$ cat src/rtl/gyro_drx_deframer.sv
// Gyro DRX link receive deframer: DSYNC-aligned MSB-first word assembly,
// first-word-fall-through FIFO, valid/ready output stream and status counters.
module gyro_drx_deframer #(
    parameter int unsigned WORD_W     = 32,
    parameter int unsigned FIFO_DEPTH = 16,
    parameter int unsigned CNT_W      = 16
) (
    input  logic                          ACLK,
    input  logic                          ARESETn,
    input  logic                          enable,
    input  logic                          flush,
    input  logic                          bit_tick,
    input  logic                          drx,
    input  logic                          dsync,
    output logic [WORD_W-1:0]             m_tdata,
    output logic                          m_tvalid,
    input  logic                          m_tready,
    output logic [$clog2(FIFO_DEPTH):0]   fifo_level,
    output logic [CNT_W-1:0]              words_rx,
    output logic [CNT_W-1:0]              overflow_cnt,
    output logic [CNT_W-1:0]              sync_err_cnt,
    output logic                          busy
);

    localparam int unsigned PTR_W = $clog2(FIFO_DEPTH);
    localparam int unsigned LVL_W = PTR_W + 1;
    localparam int unsigned BC_W  = $clog2(WORD_W);

    typedef enum logic [1:0] {
        IDLE,
        HUNT,
        SHIFT
    } state_t;

    state_t              state, state_nxt;
    logic [WORD_W-1:0]   shreg, shreg_nxt;
    logic [BC_W-1:0]     bitcnt, bitcnt_nxt;
    logic [WORD_W-1:0]   word_c;
    logic                word_done;
    logic                sync_err;

    logic [WORD_W-1:0]   mem [FIFO_DEPTH];
    logic [PTR_W-1:0]    wr_ptr, wr_ptr_nxt;
    logic [PTR_W-1:0]    rd_ptr, rd_ptr_nxt, rd_ptr_inc;
    logic [LVL_W-1:0]    level_nxt;
    logic [WORD_W-1:0]   head_nxt;
    logic                full, pop, push, drop;

    assign word_c = {shreg[WORD_W-2:0], drx};

    // Framing FSM: next state, shift register and bit count
    always_comb begin
        state_nxt  = state;
        shreg_nxt  = shreg;
        bitcnt_nxt = bitcnt;
        word_done  = 1'b0;
        sync_err   = 1'b0;
        if (flush) begin
            state_nxt  = enable ? HUNT : IDLE;
            shreg_nxt  = '0;
            bitcnt_nxt = '0;
        end else if (!enable) begin
            state_nxt  = IDLE;
            shreg_nxt  = '0;
            bitcnt_nxt = '0;
        end else begin
            case (state)
                IDLE: state_nxt = HUNT;
                HUNT: begin
                    if (bit_tick && dsync) begin
                        state_nxt  = SHIFT;
                        shreg_nxt  = WORD_W'(drx);
                        bitcnt_nxt = BC_W'(1);
                    end
                end
                SHIFT: begin
                    if (bit_tick) begin
                        // a sync mid-word realigns onto this bit
                        if (dsync && bitcnt != '0) begin
                            sync_err   = 1'b1;
                            shreg_nxt  = WORD_W'(drx);
                            bitcnt_nxt = BC_W'(1);
                        end else if (bitcnt == BC_W'(WORD_W - 1)) begin
                            word_done  = 1'b1;
                            shreg_nxt  = word_c;
                            bitcnt_nxt = '0;
                        end else begin
                            shreg_nxt  = word_c;
                            bitcnt_nxt = bitcnt + BC_W'(1);
                        end
                    end
                end
                default: state_nxt = IDLE;
            endcase
        end
    end

    // FIFO control: flush beats push and pop; a pop frees room for a push when full
    always_comb begin
        full       = (fifo_level == LVL_W'(FIFO_DEPTH));
        pop        = m_tvalid && m_tready && !flush;
        push       = word_done && (!full || pop);
        drop       = word_done && full && !pop;
        rd_ptr_inc = rd_ptr + PTR_W'(1);
        wr_ptr_nxt = wr_ptr;
        rd_ptr_nxt = rd_ptr;
        level_nxt  = fifo_level;
        head_nxt   = m_tdata;
        if (flush) begin
            wr_ptr_nxt = '0;
            rd_ptr_nxt = '0;
            level_nxt  = '0;
        end else begin
            if (push) wr_ptr_nxt = wr_ptr + PTR_W'(1);
            if (pop)  rd_ptr_nxt = rd_ptr_inc;
            if (push && !pop)      level_nxt = fifo_level + LVL_W'(1);
            else if (pop && !push) level_nxt = fifo_level - LVL_W'(1);
            // registered head: next stored entry, or the incoming word when it becomes head
            if (pop) begin
                head_nxt = (fifo_level > LVL_W'(1)) ? mem[rd_ptr_inc] : word_c;
            end else if (fifo_level == '0 && push) begin
                head_nxt = word_c;
            end
        end
    end

    always_ff @(posedge ACLK or negedge ARESETn) begin
        if (!ARESETn) begin
            state  <= IDLE;
            shreg  <= '0;
            bitcnt <= '0;
            busy   <= 1'b0;
        end else begin
            state  <= state_nxt;
            shreg  <= shreg_nxt;
            bitcnt <= bitcnt_nxt;
            busy   <= (state_nxt == SHIFT);
        end
    end

    always_ff @(posedge ACLK) begin
        if (push) mem[wr_ptr] <= word_c;
    end

    always_ff @(posedge ACLK or negedge ARESETn) begin
        if (!ARESETn) begin
            wr_ptr       <= '0;
            rd_ptr       <= '0;
            fifo_level   <= '0;
            m_tvalid     <= 1'b0;
            m_tdata      <= '0;
            words_rx     <= '0;
            overflow_cnt <= '0;
            sync_err_cnt <= '0;
        end else begin
            wr_ptr     <= wr_ptr_nxt;
            rd_ptr     <= rd_ptr_nxt;
            fifo_level <= level_nxt;
            m_tvalid   <= (level_nxt != '0);
            m_tdata    <= head_nxt;
            if (push) words_rx <= words_rx + CNT_W'(1);
            if (drop && overflow_cnt != '1) overflow_cnt <= overflow_cnt + CNT_W'(1);
            if (sync_err && sync_err_cnt != '1) sync_err_cnt <= sync_err_cnt + CNT_W'(1);
        end
    end

endmodule
$ cat config.mk
export PLATFORM = sky130hd
export DESIGN_NAME = gyro_drx_deframer
export DESIGN_NICKNAME = d
export VERILOG_FILES = /design/src/rtl/gyro_drx_deframer.sv
export SDC_FILE = /design/constraint.sdc
export NUM_CORES = 1
export LEC_CHECK = 0
export ABC_CLOCK_PERIOD_IN_PS = 3300
export BUFFER_PORTS_ARGS = -buffer_cell sky130_fd_sc_hd__clkbuf_2
export CAP_MARGIN = 10
export CORE_ASPECT_RATIO = 1.2
export CORE_MARGIN = 2
export CORE_UTILIZATION = 35
export CTS_CLUSTER_DIAMETER = 30
export DETAILED_ROUTE_END_ITERATION = 8
export GPL_ROUTABILITY_DRIVEN = 0
export PLACE_DENSITY_LB_ADDON = 0.12
export SYNTH_ARGS = -nofsm -noshare
export SYNTH_HDL_FRONTEND = slang
export SYNTH_SLANG_ARGS = --single-unit
$ cat constraint.sdc
create_clock -name ACLK -period 3.3 [get_ports ACLK]
set_clock_uncertainty 0.2 [all_clocks]
set_input_delay 0.33 -clock ACLK [delete_from_list [all_inputs] [get_ports ACLK]]
set_output_delay 0.33 -clock ACLK [all_outputs]
set_load 0.05 [all_outputs]
==> flow_metrics.py <==
metrics = {
    "run_status": {
        "status": "finished, final reports clean",
    },
    "power_and_ir_drop": {
        "finalPower_mw": 24.1,
        "leakage_nw": 12.0,
        "peakVddDrop_uv": 411,
        "p_per_area_nw_per_um2": 750,
    },
    "yosys": {
        "synth_seq_cells": 645,
        "avgSynthCellArea_um2": 19.3,
        "synthArstFlopShare_pct": 20.6,
        "synth_top_cell_by_area": "edfxtp_1",
        "synth_edf_count": 512,
        "synth.distinct_cells": 47,
        "syn_inst": 1320,
        "synth_warnings": 0,
        "synth_top_area_share_pct": 60.4,
        "yosysSeqAreaShare_pct": 73.5,
        "ys_top_cells_by_area": "edfxtp_1, dfrtp_1, mux4_2",
        "ys.flop_type": "edfxtp_1",
        "syn_nets": 1346,
        "synth_area_um2": 25400,
    },
    "sta": {
        "setup_viol": 0,
        "fin_crit_sh_pct": 89.8,
        "period_needed_ns": 2.96,
        "finalHoldViolations": 0,
        "fmaxAchievable_mhz": 337,
        "layout_setup_ws_ns": 0.337,
        "drv_slew": 0,
        "grt_setup_unrepaired": "no",
        "setup_tns_ns": 0,
        "slew_headroom_pct": 45.4,
        "tightestPinTransition_ns": 0.819,
        "whs_ns": 0.0510,
    },
    "floorplanning": {
        "rows": 108,
        "core_area_um2": 72200,
        "die_area_um2": 74900,
        "ioPinCount": 95,
        "die_h_um": 299,
        "initial_core_util_pct": 35.2,
        "die_w_um": 250,
    },
    "detailed_routing": {
        "viasPerCell": 5.16,
        "firstDrtPassIters": 7,
        "routed_wl_um": 59800,
        "wire_per_inst_um": 23.1,
        "final_antenna_net_count": 0,
        "post-route-drc-count": 0,
        "vias": 13400,
        "drt_iter0_markers": 864,
    },
    "worst_setup_path": {
        "r2r_slack_ns": 0.34,
        "endpoint": "mem[4][3]",
        "r2r_cells": 10,
        "timing.rr.start": "bitcnt[0]",
        "critical_path_class": "reg2reg",
        "critPathCaptureType": "flop",
        "reg2reg_to": "mem[4][3]",
        "crit_arrival_ns": 3.12,
        "crit_path_start": "bitcnt[0]",
        "cp_max_fo": 32,
        "required_ns": 3.46,
        "worst_setup_path_start_kind": "flop",
    },
    "flow_run": {
        "cap_violations": 0,
    },
    "global_routing": {
        "grt_pass1_vias": 14400,
        "grt_start_max_net_pins": 72,
        "track_usage_pct": 16.4,
        "grt_pass1_wl_um": 92200,
        "antenna_found_initial": 0,
        "grt_overflow_total": 0,
    },
    "cells_and_area": {
        "drive_above_1_share_pct": 31.0,
        "stdcell_count": 2591,
        "fin_nets": 1571,
        "antenna_cells": 0,
        "area_growth_pct": 26.5,
    },
    "clocking": {
        "clock-sinks": 645,
        "clock_latency_ns": 0.69,
        "clk_path_buf_depth": 3,
        "cts_max_level": 4,
        "cts-root-buf": "clkbuf_16",
        "clkTransAtPathRegs_ns": 0.05,
        "cts_buffers": 133,
        "cts_tree": "done",
    },
    "placed_design": {
        "post-place-ws_ns": 0.274,
        "dp_cells": 2337,
        "dpl.hpwl_um": 35900,
        "io_buffers": 94,
    },
    "hold_path": {
        "hp-class": "in2async",
    },
}
[logic make-up after synthesis]
family	share of synthesized area, %
buffers and inverters	1.51
AND/OR/NAND/NOR	4.28
flip-flops	73.5
multiplexers	12.9
XOR/XNOR	1.93
adder cells (fa/ha/maj)	0.885
AO/OA/AOI/OAI	4.99
[stage by stage]
step	cell area, um2	util [%]
global route	32200	44.6
finish	32200	44.6
floorplan	25500	-
global placement	27700	38.4
detailed placement	27700	38.4
CTS	32200	44.6
[final cells by class]
cell class	instances	area, um2
Fill cell	6299	40000
Sequential cell	645	18700
Multi-Input combinational cell	594	6460
Clock buffer	174	3670
Timing Repair Buffer	158	1380
Tap cell	935	1170
Clock inverter	72	736
Inverter	13	48.8
[cell usage in the layout (no fill, tap or decap), types with 6 or more instances in the layout]
master and instances:
nor2b_1 35, nor2_1 26, clkinv_2 18, bufinv_16 10, o21ai_0 9, clkbuf_2 93
dfrtp_1 132, nand3_1 20, clkbuf_1 29, a22o_1 32, ha_1 17, and3_1 13
clkinv_1 13, xnor2_1 33, nor3_1 9, buf_4 24, and2_2 12, a211oi_1 65
inv_6 14, mux2i_1 37, a21oi_1 7, dlygate4sd3_1 8, nand4_1 10, clkbuf_16 139
a221o_1 32, buf_12 32, clkinv_4 9, inv_1 13, clkbuf_8 6, nand2_1 37
mux4_2 128, xor2_1 21, edfxtp_1 512
[sequential cells by signal (all words and copies together), names as in the netlist]
name	flops
words_rx	16
mem	512
m_tvalid	1
m_tdata	32
wr_ptr	4
sync_err_cnt	16
shreg	31
fifo_level	5
rd_ptr	4
busy	1
bitcnt	5
overflow_cnt	16
state	2
[worst min-delay path by stage]
stage | end | slack [ns] | depth (start not counted)
after floorplan | bitcnt[0] | -0.17 | 0
after global placement | sync_err_cnt[1] | 0.23 | 1
after detailed placement | sync_err_cnt[1] | 0.23 | 1
after CTS | sync_err_cnt[1] | 0.04 | 2
after global routing | sync_err_cnt[6] | 0.08 | 2
final | m_tdata[4] | 0.05 | 2
[critical path, stage by stage (launching register included)]
cell and delay (ns):
dfrtp_1 0.39, ha_1 0.23, and3_1 0.17, ha_1 0.23
and2_1 0.18, o211a_1 0.20, and2_1 0.23, nand2_1 0.09
nor2_2 0.24, and2_2 0.22, buf_12 0.23
[synthesized netlist by cell type (2+ instances only)]
cell      count
o41ai_1       2
a221o_1      32
edfxtp_1    512
nor2b_1      36
nand2_1      37
nand3b_1      3
mux2i_1      37
and3_1       13
dfrtp_1     133
buf_2        21
nand2b_1      3
and2_1       16
nand4_1      10
clkbuf_1     37
xor2_1       23
o21ai_0       9
mux4_2      128
a21o_1        2
buf_1         2
ha_1         18
nor2_1       28
nor3_1        9
nor3b_1       3
and4_1        7
o21a_1        2
nand3_1      20
or4_1         2
a211oi_1     65
a21oi_1       8
mux2_2        2
a22o_1       32
buf_4         2
nor4_1        2
inv_1        13
buf_6         6
or3_1         2
xnor2_1      33
[timing repair]
item | CTS | global route
resized for setup | 0 | 1
hold buffers | 8 | 0
setup endpoints to repair | 0 | 22
endpoints found under the hold margin | 119 | 0
setup buffers | 0 | 0
[layer usage]
layer / up-vias / share of wire [%] / track usage [%]
met4: 0 / 1.7 / 4.80
met3: 91 / 4.3 / 4.06
met1: 7071 / 48 / 23.4
li1: 5882 / - / -
met2: 320 / 46 / 25.0
met5: - / 0 / 0
[power by group]
part / internal, mW / leakage (nW) / total [mW] / switching, mW
Clock: 8.62 / 2.15 / 12.9 / 4.28
Sequential: 8.80 / 7.06 / 8.95 / 0.141
Combinational: 0.905 / 2.81 / 2.29 / 1.39
Total: 18.3 / 12.0 / 24.1 / 5.81
No activity file was read; power rests on OpenSTA's default activity.
